`src/rtl/float_normalizer.sv`:
```
// Post-add normalizer: turns a raw adder magnitude into an IEEE-754 single, one shift decision per cycle.
// Compile-time option: FLOAT_NORM_FAST_SHIFT_EN enables up-to-4-bit left shifts per cycle.
module float_normalizer (
    input  logic        clk,
    input  logic        rst_n,
    input  logic        in_valid,
    output logic        in_ready,
    input  logic        in_sign,
    input  logic [7:0]  in_exp,
    input  logic [24:0] in_mant,
    output logic        out_valid,
    input  logic        out_ready,
    output logic [31:0] out_sum,
    output logic        out_zero,
    output logic        out_inf
);

    localparam int unsigned EXP_W  = 8;
    localparam int unsigned MANT_W = 25;
    localparam int unsigned FRAC_W = 23;
    localparam int unsigned SUM_W  = 32;
    localparam logic [EXP_W-1:0] EXP_SPECIAL = 8'hFF;
    localparam logic [EXP_W-1:0] EXP_TOP     = 8'hFE;

    typedef enum logic [1:0] {
        IDLE = 2'd0,
        NORM = 2'd1,
        HOLD = 2'd2
    } state_t;

    state_t              state, state_nxt;
    logic                sign_q, sign_nxt;
    logic [EXP_W-1:0]    exp_q, exp_nxt;
    logic [MANT_W-1:0]   mant_q, mant_nxt;
    logic                ready_nxt;
    logic                valid_nxt;
    logic [SUM_W-1:0]    sum_nxt;
    logic                zero_nxt;
    logic                inf_nxt;

`ifdef FLOAT_NORM_FAST_SHIFT_EN
    logic [2:0]          shift_k_c;

    // Leading zeros of mant[23:0], capped at 4; only consulted when mant[23] is clear.
    always_comb begin
        shift_k_c = 3'd4;
        if (mant_q[23])      shift_k_c = 3'd0;
        else if (mant_q[22]) shift_k_c = 3'd1;
        else if (mant_q[21]) shift_k_c = 3'd2;
        else if (mant_q[20]) shift_k_c = 3'd3;
    end
`endif

    // Next-state and next-output decision.
    always_comb begin
        state_nxt = state;
        sign_nxt  = sign_q;
        exp_nxt   = exp_q;
        mant_nxt  = mant_q;
        ready_nxt = in_ready;
        valid_nxt = out_valid;
        sum_nxt   = out_sum;
        zero_nxt  = out_zero;
        inf_nxt   = out_inf;

        case (state)
            IDLE: begin
                if (in_valid) begin
                    sign_nxt  = in_sign;
                    exp_nxt   = in_exp;
                    mant_nxt  = in_mant;
                    ready_nxt = 1'b0;
                    state_nxt = NORM;
                end
            end

            NORM: begin
                if (exp_q == EXP_SPECIAL) begin
                    sum_nxt   = {sign_q, EXP_SPECIAL, FRAC_W'(0)};
                    zero_nxt  = 1'b0;
                    inf_nxt   = 1'b1;
                    valid_nxt = 1'b1;
                    state_nxt = HOLD;
                end else if (mant_q == '0) begin
                    sum_nxt   = '0;
                    zero_nxt  = 1'b1;
                    inf_nxt   = 1'b0;
                    valid_nxt = 1'b1;
                    state_nxt = HOLD;
                end else if (mant_q[24]) begin
                    // Carry-out: renormalize right unless that overflows the exponent range.
                    if (exp_q == EXP_TOP) begin
                        sum_nxt   = {sign_q, EXP_SPECIAL, FRAC_W'(0)};
                        zero_nxt  = 1'b0;
                        inf_nxt   = 1'b1;
                        valid_nxt = 1'b1;
                        state_nxt = HOLD;
                    end else begin
                        mant_nxt = mant_q >> 1;
                        exp_nxt  = exp_q + EXP_W'(1);
                    end
                end else if (mant_q[23]) begin
                    sum_nxt   = {sign_q, exp_q, mant_q[FRAC_W-1:0]};
                    zero_nxt  = 1'b0;
                    inf_nxt   = 1'b0;
                    valid_nxt = 1'b1;
                    state_nxt = HOLD;
                end else begin
`ifdef FLOAT_NORM_FAST_SHIFT_EN
                    if (exp_q <= EXP_W'(shift_k_c)) begin
                        sum_nxt   = {sign_q, (SUM_W-1)'(0)};
                        zero_nxt  = 1'b1;
                        inf_nxt   = 1'b0;
                        valid_nxt = 1'b1;
                        state_nxt = HOLD;
                    end else begin
                        mant_nxt = mant_q << shift_k_c;
                        exp_nxt  = exp_q - EXP_W'(shift_k_c);
                    end
`else
                    if (exp_q <= EXP_W'(1)) begin
                        sum_nxt   = {sign_q, (SUM_W-1)'(0)};
                        zero_nxt  = 1'b1;
                        inf_nxt   = 1'b0;
                        valid_nxt = 1'b1;
                        state_nxt = HOLD;
                    end else begin
                        mant_nxt = mant_q << 1;
                        exp_nxt  = exp_q - EXP_W'(1);
                    end
`endif
                end
            end

            HOLD: begin
                if (out_ready) begin
                    valid_nxt = 1'b0;
                    ready_nxt = 1'b1;
                    state_nxt = IDLE;
                end
            end

            default: begin
                valid_nxt = 1'b0;
                ready_nxt = 1'b1;
                state_nxt = IDLE;
            end
        endcase
    end

    // State, working registers and registered outputs.
    always_ff @(posedge clk or negedge rst_n) begin
        if (!rst_n) begin
            state     <= IDLE;
            sign_q    <= 1'b0;
            exp_q     <= '0;
            mant_q    <= '0;
            in_ready  <= 1'b1;
            out_valid <= 1'b0;
            out_sum   <= '0;
            out_zero  <= 1'b0;
            out_inf   <= 1'b0;
        end else begin
            state     <= state_nxt;
            sign_q    <= sign_nxt;
            exp_q     <= exp_nxt;
            mant_q    <= mant_nxt;
            in_ready  <= ready_nxt;
            out_valid <= valid_nxt;
            out_sum   <= sum_nxt;
            out_zero  <= zero_nxt;
            out_inf   <= inf_nxt;
        end
    end

endmodule

```
`config.mk`:
```
export PLATFORM = sky130hd
export DESIGN_NAME = float_normalizer
export DESIGN_NICKNAME = d
export VERILOG_FILES = /design/src/rtl/float_normalizer.sv
export SDC_FILE = /design/constraint.sdc
export NUM_CORES = 1
export LEC_CHECK = 0
export CORE_MARGIN = 2
export CORE_UTILIZATION = 49
export CTS_BUF_LIST = sky130_fd_sc_hd__clkbuf_4 sky130_fd_sc_hd__clkbuf_8
export CTS_CLUSTER_DIAMETER = 100
export DETAILED_ROUTE_END_ITERATION = 6
export PLACE_DENSITY_LB_ADDON = 0.15
export SYNTH_ARGS = -nofsm -noshare
export SYNTH_HDL_FRONTEND = slang
export SYNTH_SLANG_ARGS = --single-unit
```
`constraint.sdc`:
```
create_clock -name clk -period 2.8 [get_ports clk]
set_input_delay 0.42 -clock clk [delete_from_list [all_inputs] [get_ports clk]]
set_output_delay 0.42 -clock clk [all_outputs]
set_load 0.05 [all_outputs]
```
==> Yosys cells after proc, flatten, opt, wreduce, memory -nomap -nowiden <==
Index checks and enable logic that the tools add are counted.
{ "classes": {"bitwise_logic": 2, "order_cmp": 1, "eq_ne": 14, "add_sub_neg": 2, "muxes": 52, "reduce_logical": 12} }
{ "op_table": {"columns": ["cell", "n"], "rows": [
  ["2-to-1 mux 32 bit", 6],
  ["2-to-1 mux 25 bit", 5],
  ["2-to-1 mux 8 bit", 7],
  ["case mux 25 bit (2 select lines)", 1],
  ["2-to-1 mux 24 bit", 2],
  ["logical NOT 25 bit", 1],
  ["2-to-1 mux 1 bit", 19],
  ["== test 8 bit (second input constant)", 2],
  ["2-to-1 mux 2 bit", 8],
  ["case mux 8 bit (2 select lines)", 1],
  ["AND reduction 4 bit", 3],
  ["!= test 3 bit (second input constant)", 3],
  ["adder 8 x 1 -> 8 bit (second input constant)", 1],
  ["<= comparator 8 x 1 -> 1 bit (second input constant)", 1],
  ["!= test 2 bit (second input constant)", 4],
  ["subtractor 8 x 1 -> 8 bit (second input constant)", 1],
  ["AND reduction 7 bit", 1],
  ["!= test 6 bit (second input constant)", 1],
  ["case mux 1 bit (3 select lines)", 2],
  ["case mux 2 bit (3 select lines)", 1],
  ["AND reduction 3 bit", 2],
  ["!= test 5 bit (second input constant)", 1],
  ["AND reduction 5 bit", 1],
  ["nonzero test 5 bit", 1],
  ["7 further kinds", 8]
]} }
{ "word_totals": {"inputBits": 38, "register_bits": 72, "word_cells": 94, "output_inout_bits": 36} }

==> Longest topological paths before layout <==
Gate-level depths: netlist of run 1.
{ "depth": {"ltp_word": 7, "ltp_mapped": 10} }

==> Worst setup path before layout of run 1 <==
OpenSTA, ideal clock, no wires.
{ "synth_timing": {"path_kind": "reg2reg", "start": "register exp_q[0]", "end": "register mant_q[10]", "n_path_buf": 2, "stages_incl_launch_ff": 11, "setup_slack_ps": 249, "arrival_ps": 2426, "path_cell_list": "dfrtp_1 > inv_1 > ha_1 > or2_1 > a31o_2 > a21o_1 > or3_1 > buf_6 > inv_4 > buf_8 > mux2_4"} }
{ "synth_via": {"elab_chain_len": 3, "elab_cells_between_ends": 7} }
{ "synth_rtl": {"columns": ["item", "line_no", "rtl"], "rows": [
  ["from (decl)", "33", "logic [EXP_W-1:0] exp_q, exp_nxt;"],
  ["from (signal assigned)", "166", "exp_q <= exp_nxt;"],
  ["<= comparator 8 x 1 -> 1 bit (tied with other cells)", "121", "if (exp_q <= EXP_W'(1)) begin"],
  ["!= test 3 bit (no line) / != test 2 bit (equally long branches)", null, null],
  ["AND reduction 7 bit (no line) *", null, null],
  ["to (signal assigned)", "167", "mant_q <= mant_nxt;"],
  ["to (decl)", "34", "logic [MANT_W-1:0] mant_q, mant_nxt;"]
]} }
Mark *: on every way between the ends. The rest lies on a longest branch, timed or not.
A chain may end at the register's enable or synchronous reset.

==> Worst setup path in the final report of run 1 <==
{ "layout_timing": {"start": "register exp_q[0]", "end": "register mant_q[2]"} }
The elaborated chain is that of the path after synthesis.

==> qor.yml, run 1 <==
critical_path:
  critical_path.max_stage_delay_ns: 0.49
  cp-start-kind: "flop"
  cp-end-kind: "flop"
  slowest_stage: "dfrtp_1"
  cp_data_arrival_time_ns: 2.90
  r2r_setup_slack_ns: 0.13
  critPathMaxFanout: 25
  required_ns: 3.03
  reg2reg_depth: 8
  path_class: "flop to flop"
  crit_chain: "inv_1 -> ha_1 -> or2_1 -> a31o_2 -> a21o_1 -> or3_1 -> inv_6 -> mux2_2"
global_routing:
  grt_first_pass_wirelength_um: 15000
  antenna_found_initial: 0
  grt_pass1_vias: 3073
  grt.total_usage: 0.222
  gr-total-overflow: 0
  grt_max_degree: 45
cts:
  cts_resized: 0
  cts.clk_slew.worst_paths_ns: 0.08
  cts_buffers: 9
  hold_buffers: 0
  clk_latency_ns: 0.34
  postCtsSetupRepairBufs: 0
  cts_sinks: 72
  htree_levels: 3
  clock_path_buffers: 2
  cts_tree: "done"
  cts_root_buf: "clkbuf_8"
synthesis:
  ys_types: 52
  synth_area_leaders: "dfrtp_1, mux2_4, nor2_1"
  yosys_register_bits: 72
  synth_most_common_cell: "dfrtp_1"
  post-synth-top-area-fraction: 0.469
  synth_common_cells: "dfrtp_1, nor2_1, a22o_1, a221oi_1, nand2_1"
  synth_area_sq_um: 3790
  synth_edf_count: 0
  syn_nets: 399
  synthArstFlopShare: 1.00
  synth_flop_cell: "dfrtp_1"
  synth_area_per_cell_sq_um: 10.6
  syn_inst: 357
  synth_largest_area_cell: "dfrtp_1"
  yosysSeqAreaShare: 0.476
  ys_warn_count: 0
power_and_ir_drop:
  p_per_area_nw_per_um2: 1470
  irDropWorstVdd_mv: 0.983
  power_mw: 7.18
  p_leak_nw: 2.07
cells_and_area:
  seq_area_sq_um: 1800
  drive_gt1_frac: 0.157
  nFillCells: 635
  final_nets: 470
  n_antenna_cell: 0
  fin_util: 0.640
  area_delta_synth_final_pct: 28.6
  multi_input_area_sq_um: 1790
floorplan:
  core_area_sq_um: 7610
  pin_count: 74
  fp.dieArea_sq_um: 8450
  die_h_um: 91.9
  fp-row-count: 32
  initial_core_util: 0.498
  die_w_um: 91.9
timing:
  finalMaxSlewViolations: 0
  post-route-min-period_ns: 2.67
  setup_viol: 0
  setup_ws_ns: 0.127
  timing.final.crit_share: 0.955
  rsz0062_at_grt: "no"
  clock.fmax_mhz: 374
  clock_skew_ns: 0.00711
  totalNegativeSetupSlack_ns: 0
  timing.slew.headroom: 0.532
  worstMarginPinSlew_ns: 0.702
  finalHoldViolCount: 0
routing:
  drc: 0
  postRouteAntennaNets: 0
  vias: 3156
  wl_um: 8980
  vias_per_cell: 5.90
  dr.pass1.iters: 4
  first_iter_violations: 203
  wl_per_cell_um: 16.8
place:
  dp_hpwl_um: 6210
  place_worst_setup_slack_ns: 0.114
  io_buffers: 73
  place_congestion: 0.848
job:
  cap_viol_max_count: 0
status:
  status: "completed"
worst_hold_path:
  hp-class: "input pin to asynchronous set/reset pin"
## sequential cells by signal, summed over array words and instances (netlist names)
register and flops:
exp_q 8, in_ready 1, mant_q 25, out_inf 1, out_sum 32, out_valid 1, out_zero 1, sign_q 1
state 2
## final cells by class
cell class,instances,share of cell area
inverters,8,0.00719
flip-flops and latches,72,0.370
repair buffers,89,0.176
clock buffers,10,0.0283
clock inverters,6,0.0236
well taps,102,0.0262
multi-input cells,248,0.368
## cells by family (layout without fill, tap and decap cells)
group           after synthesis  in the layout  synth area share
buf+inv                      37            113            0.0509
xor+xnor                      1              1           0.00231
flops                        72             72             0.476
fa+ha+maj                     4              4            0.0132
compound gates               98             98             0.218
simple gates                118            118             0.142
mux                          27             27            0.0975
## cells in the final DEF (no fill, tap or decap), drive strengths merged, types with 2 or more instances in the layout
cell type	instances
or3	5
bufinv	3
o31ai	5
a22o	23
buf	17
mux2	25
a22oi	7
a2111oi	2
nand2b	2
clkdlybuf4s50	72
a2bb2oi	8
nor3	2
o21ai	10
a221oi	22
nand3	5
o41ai	7
clkbuf	10
dfrtp	71
mux2i	2
nor4	8
nor2	67
or4	3
nand4	4
nand2	19
inv	9
a21oi	4
o21a	2
ha	4
## per-stage QoR
stage / cells / hold WS [ns] / area, sq um
global route: 535 / 0.170 / 4870
CTS: 535 / 0.133 / 4870
global placement: 519 / 0.463 / 4620
detailed placement: 519 / 0.474 / 4620
floorplan: 357 / 0.124 / 3790
finish: 535 / 0.118 / 4870
## worst max-delay path, delay by kind of cell, from the launching register on
family          cells  cell delay, ns
simple gates        2            0.66
mux                 1            0.37
fa+ha+maj           1            0.22
buf+inv             2            0.37
flops               1            0.49
compound gates      2            0.44
## per-layer routing
metal	share of wire	track usage	vias up	wire length, um
met1	0.46	0.298	1575	4090
met4	0.014	0.0734	0	127
met3	0.048	0.0435	13	430
met5	0	0	-	0
li1	-	-	1477	-
met2	0.48	0.363	91	4330
## worst paths after layout
kind / startpoint / to
worst max-delay path: exp_q[0]$_DFFE_PN0P_ / mant_q[2]$_DFFE_PN0P_
worst min-delay path: rst_n / out_sum[7]$_DFFE_PN0P_
worst max register to register: exp_q[0]$_DFFE_PN0P_ / mant_q[2]$_DFFE_PN0P_
worst min register to register: out_valid$_DFFE_PN0P_ / out_valid$_DFFE_PN0P_
max in group asynchronous: rst_n / in_ready$_DFFE_PN1P_
min in group clk: out_valid$_DFFE_PN0P_ / out_valid$_DFFE_PN0P_
## power by group
part / switching, mW / internal (mW)
registers: 0.546 / 1.58
clock network: 0.407 / 0.621
logic: 2.28 / 1.75
Note: power is estimated with default switching activity, not from simulation.
==> inputs of run 2 (changes only) <==
Settings changed: SLEW_MARGIN set to 10.
==> results of run 2 <==
No change in the layout: final DEF, timing and power equal those of run 1.
==> inputs of run 3 (changes only) <==
Settings changed: GPL_TIMING_DRIVEN set to 0.
==> run 3 against run 2 <==
Count of clock-buffer cells in the layout is 1 higher. Critical endpoint is now mant_q[20]$_DFFE_PN0P_. Critical path type unchanged. Core utilization is 1.0 points higher. Non-clock buffer count is 18 higher.
==> qor.yml, run 3 (synthesized netlist as in run 1, its figures left out) <==
routing:
  vias: 3193  # was 3,156
  first_iter_violations: 135  # was 203
  wl_per_cell_um: 16.9  # was 16.8 um
  vias_per_cell: 5.77  # was 5.90
  wl_um: 9330  # was 8980 um
  postRouteAntennaNets: 0  # unchanged
  drc: 0  # unchanged
  dr.pass1.iters: 5  # was 4
cells_and_area:
  top_regs: "out_sum (32), mant_q (25), exp_q (8)"  # unchanged
  largest_reg_flops: 32  # unchanged
  nFillCells: 604  # was 635
  fin_util: 0.650  # was 0.640
  area_delta_synth_final_pct: 30.6  # was 28.6%
  layout_common_cells: "clkdlybuf4s50_1, dfrtp_1, nor2_1"  # unchanged
  fin_area_sq_um: 4950  # was 4870 sq um
  final_nets: 488  # was 470
  top_register: "out_sum"  # unchanged
  n_antenna_cell: 0  # unchanged
  drive_gt1_frac: 0.157  # about the same
  final_common_cell: "clkdlybuf4s50_1"  # unchanged
floorplan:
  die_w_um: 91.9  # unchanged
  fp-row-count: 32  # unchanged
  initial_core_util: 0.498  # unchanged
  die_h_um: 91.9  # unchanged
  core_area_sq_um: 7610  # unchanged
  pin_count: 74  # unchanged
  fp.dieArea_sq_um: 8450  # unchanged
critical_path:
  reg2reg_depth: 10  # was 8
  cp-start-kind: "flop"  # unchanged
  cp-end-kind: "flop"  # unchanged
  critPathMaxFanout: 10  # was 25
  endpoint: "mant_q[20]$_DFFE_PN0P_"  # was mant_q[2]$_DFFE_PN0P_
  reg2reg_from: "exp_q[0]$_DFFE_PN0P_"  # unchanged
  r2r-end: "mant_q[20]$_DFFE_PN0P_"  # was mant_q[2]$_DFFE_PN0P_
  required_ns: 3.03  # about the same
  cp_data_arrival_time_ns: 2.94  # was 2.90 ns
  startpoint: "exp_q[0]$_DFFE_PN0P_"  # unchanged
  path_class: "flop to flop"  # unchanged
  r2r_setup_slack_ns: 0.09  # was 0.13 ns
global_routing:
  gr-total-overflow: 0  # unchanged
  antenna_found_initial: 0  # unchanged
  grt_pass1_vias: 3098  # was 3,073
  grt_max_degree: 61  # was 45
  grt_first_pass_wirelength_um: 15700  # was 15,000 um
  grt.total_usage: 0.236  # was 0.222
timing:
  setup_viol: 0  # unchanged
  finalMaxSlewViolations: 0  # unchanged
  rsz0062_at_grt: "no"  # unchanged
  post-route-min-period_ns: 2.71  # was 2.67 ns
  fin_hold_ws_ns: 0.440  # was 0.118 ns
  clock_skew_ns: 0.0143  # was 0.00711 ns
  finalHoldViolCount: 0  # unchanged
  worstMarginPinSlew_ns: 0.647  # was 0.702 ns
  timing.slew.headroom: 0.567  # was 0.532
  clock.fmax_mhz: 369  # was 374 MHz
  timing.final.crit_share: 0.968  # was 0.955
power_and_ir_drop:
  irDropWorstVdd_mv: 0.710  # was 0.983 mV
  p_leak_nw: 2.08  # was 2.07 nW
  p_per_area_nw_per_um2: 1470  # about the same
  power_mw: 7.26  # was 7.18 mW
cts:
  cts.clk_slew.worst_paths_ns: 0.09  # was 0.08 ns
  htree_levels: 3  # unchanged
  cts_root_buf: "clkbuf_8"  # unchanged
  cts_buffers: 9  # unchanged
  cts_sinks: 72  # unchanged
  clock_path_buffers: 2  # unchanged
  cts_tree: "done"  # unchanged
  clk_latency_ns: 0.35  # was 0.34 ns
status:
  status: "completed"  # unchanged
worst_hold_path:
  hp-class: "input pin to asynchronous set/reset pin"  # unchanged
place:
  place_congestion: 0.840  # was 0.848
  io_buffers: 73  # unchanged
  dpl_cell_area_sq_um: 4670  # was 4620 sq um
  dp_hpwl_um: 6660  # was 6210 um
job:
  cap_viol_max_count: 0  # unchanged
==> run 3: cell count changes in the layout (fill, tap and decap cells not counted), moves of 2 or more <==
| cell | before | now |
|---|---|---|
| buf_1 | 0 | 2 |
| inv_6 | 2 | 0 |
| clkbuf_4 | 0 | 2 |
| buf_2 | 1 | 4 |
| dfrtp_2 | 0 | 2 |
| dfrtp_1 | 71 | 69 |
| buf_8 | 0 | 2 |
| buf_4 | 15 | 8 |
| clkbuf_1 | 0 | 15 |
==> run 3: worst max-delay path, stage by stage, from the launching register on <==
cell and delay, ns:
dfrtp_2 0.41, inv_1 0.07, ha_1 0.24, or2_4 0.29, a31o_2 0.26, a21o_4 0.25, or3_1 0.33, buf_6 0.15
inv_4 0.11, buf_8 0.17, mux2_4 0.31
==> run 3: area by class of cell <==
cell class / instances / area [sq um] / share of cell area
buffer: 29 / 160 / 0.0324
clock buffer: 11 / 139 / 0.0281
clock inverter: 5 / 81.3 / 0.0164
inverter: 8 / 32.5 / 0.00658
multi-input combinational: 248 / 1810 / 0.366
sequential: 72 / 1810 / 0.365
tap: 102 / 128 / 0.0258
timing repair buffer: 78 / 788 / 0.159
==> run 3: metal layers <==
metal / global-route usage / wire length, um / part of all wire
met5: 0 / 0 / 0
met4: 0.0920 / 170 / 0.018
met3: 0.0493 / 533 / 0.057
met2: 0.380 / 4540 / 0.49
met1: 0.313 / 4090 / 0.44
==> run 3: through the flow <==
stage,setup TNS [ns],instances,setup slack [ns]
after CTS,0,550,0.0103
after global routing,0,553,0.00920
after floorplan,0,357,0.249
after detailed placement,-0.525,533,-0.0317
final,0,553,0.0904
after global placement,-82.20,532,-1.16
==> run 3: power breakdown <==
| part | internal, mW | switching [mW] | leakage (nW) |
|---|---|---|---|
| combinational | 1.84 | 2.44 | 1.11 |
| sequential | 1.58 | 0.469 | 0.868 |
| clock | 0.522 | 0.400 | 0.110 |
==> run 3: how the worst min path moves through the flow <==
stage                                         to  slack [ns]
after global placement     out_valid$_DFFE_PN0P_        0.46
after detailed placement  out_sum[8]$_DFFE_PN0P_        0.28
final                     out_sum[8]$_DFFE_PN0P_        0.44
after CTS                 out_sum[8]$_DFFE_PN0P_        0.44
after floorplan             exp_q[0]$_DFFE_PN0P_        0.12
after global routing      out_sum[9]$_DFFE_PN0P_        0.46
==> run 3: timing repair <==
| item | 4_1_cts | 5_1_grt |
|---|---|---|
| setup buffers | 0 | 3 |
| setup endpoints to repair | 36 | 39 |
| hold buffers | 1 | 0 |
| endpoints found under the hold margin | 12 | 0 |
| resized for setup | 1 | 5 |
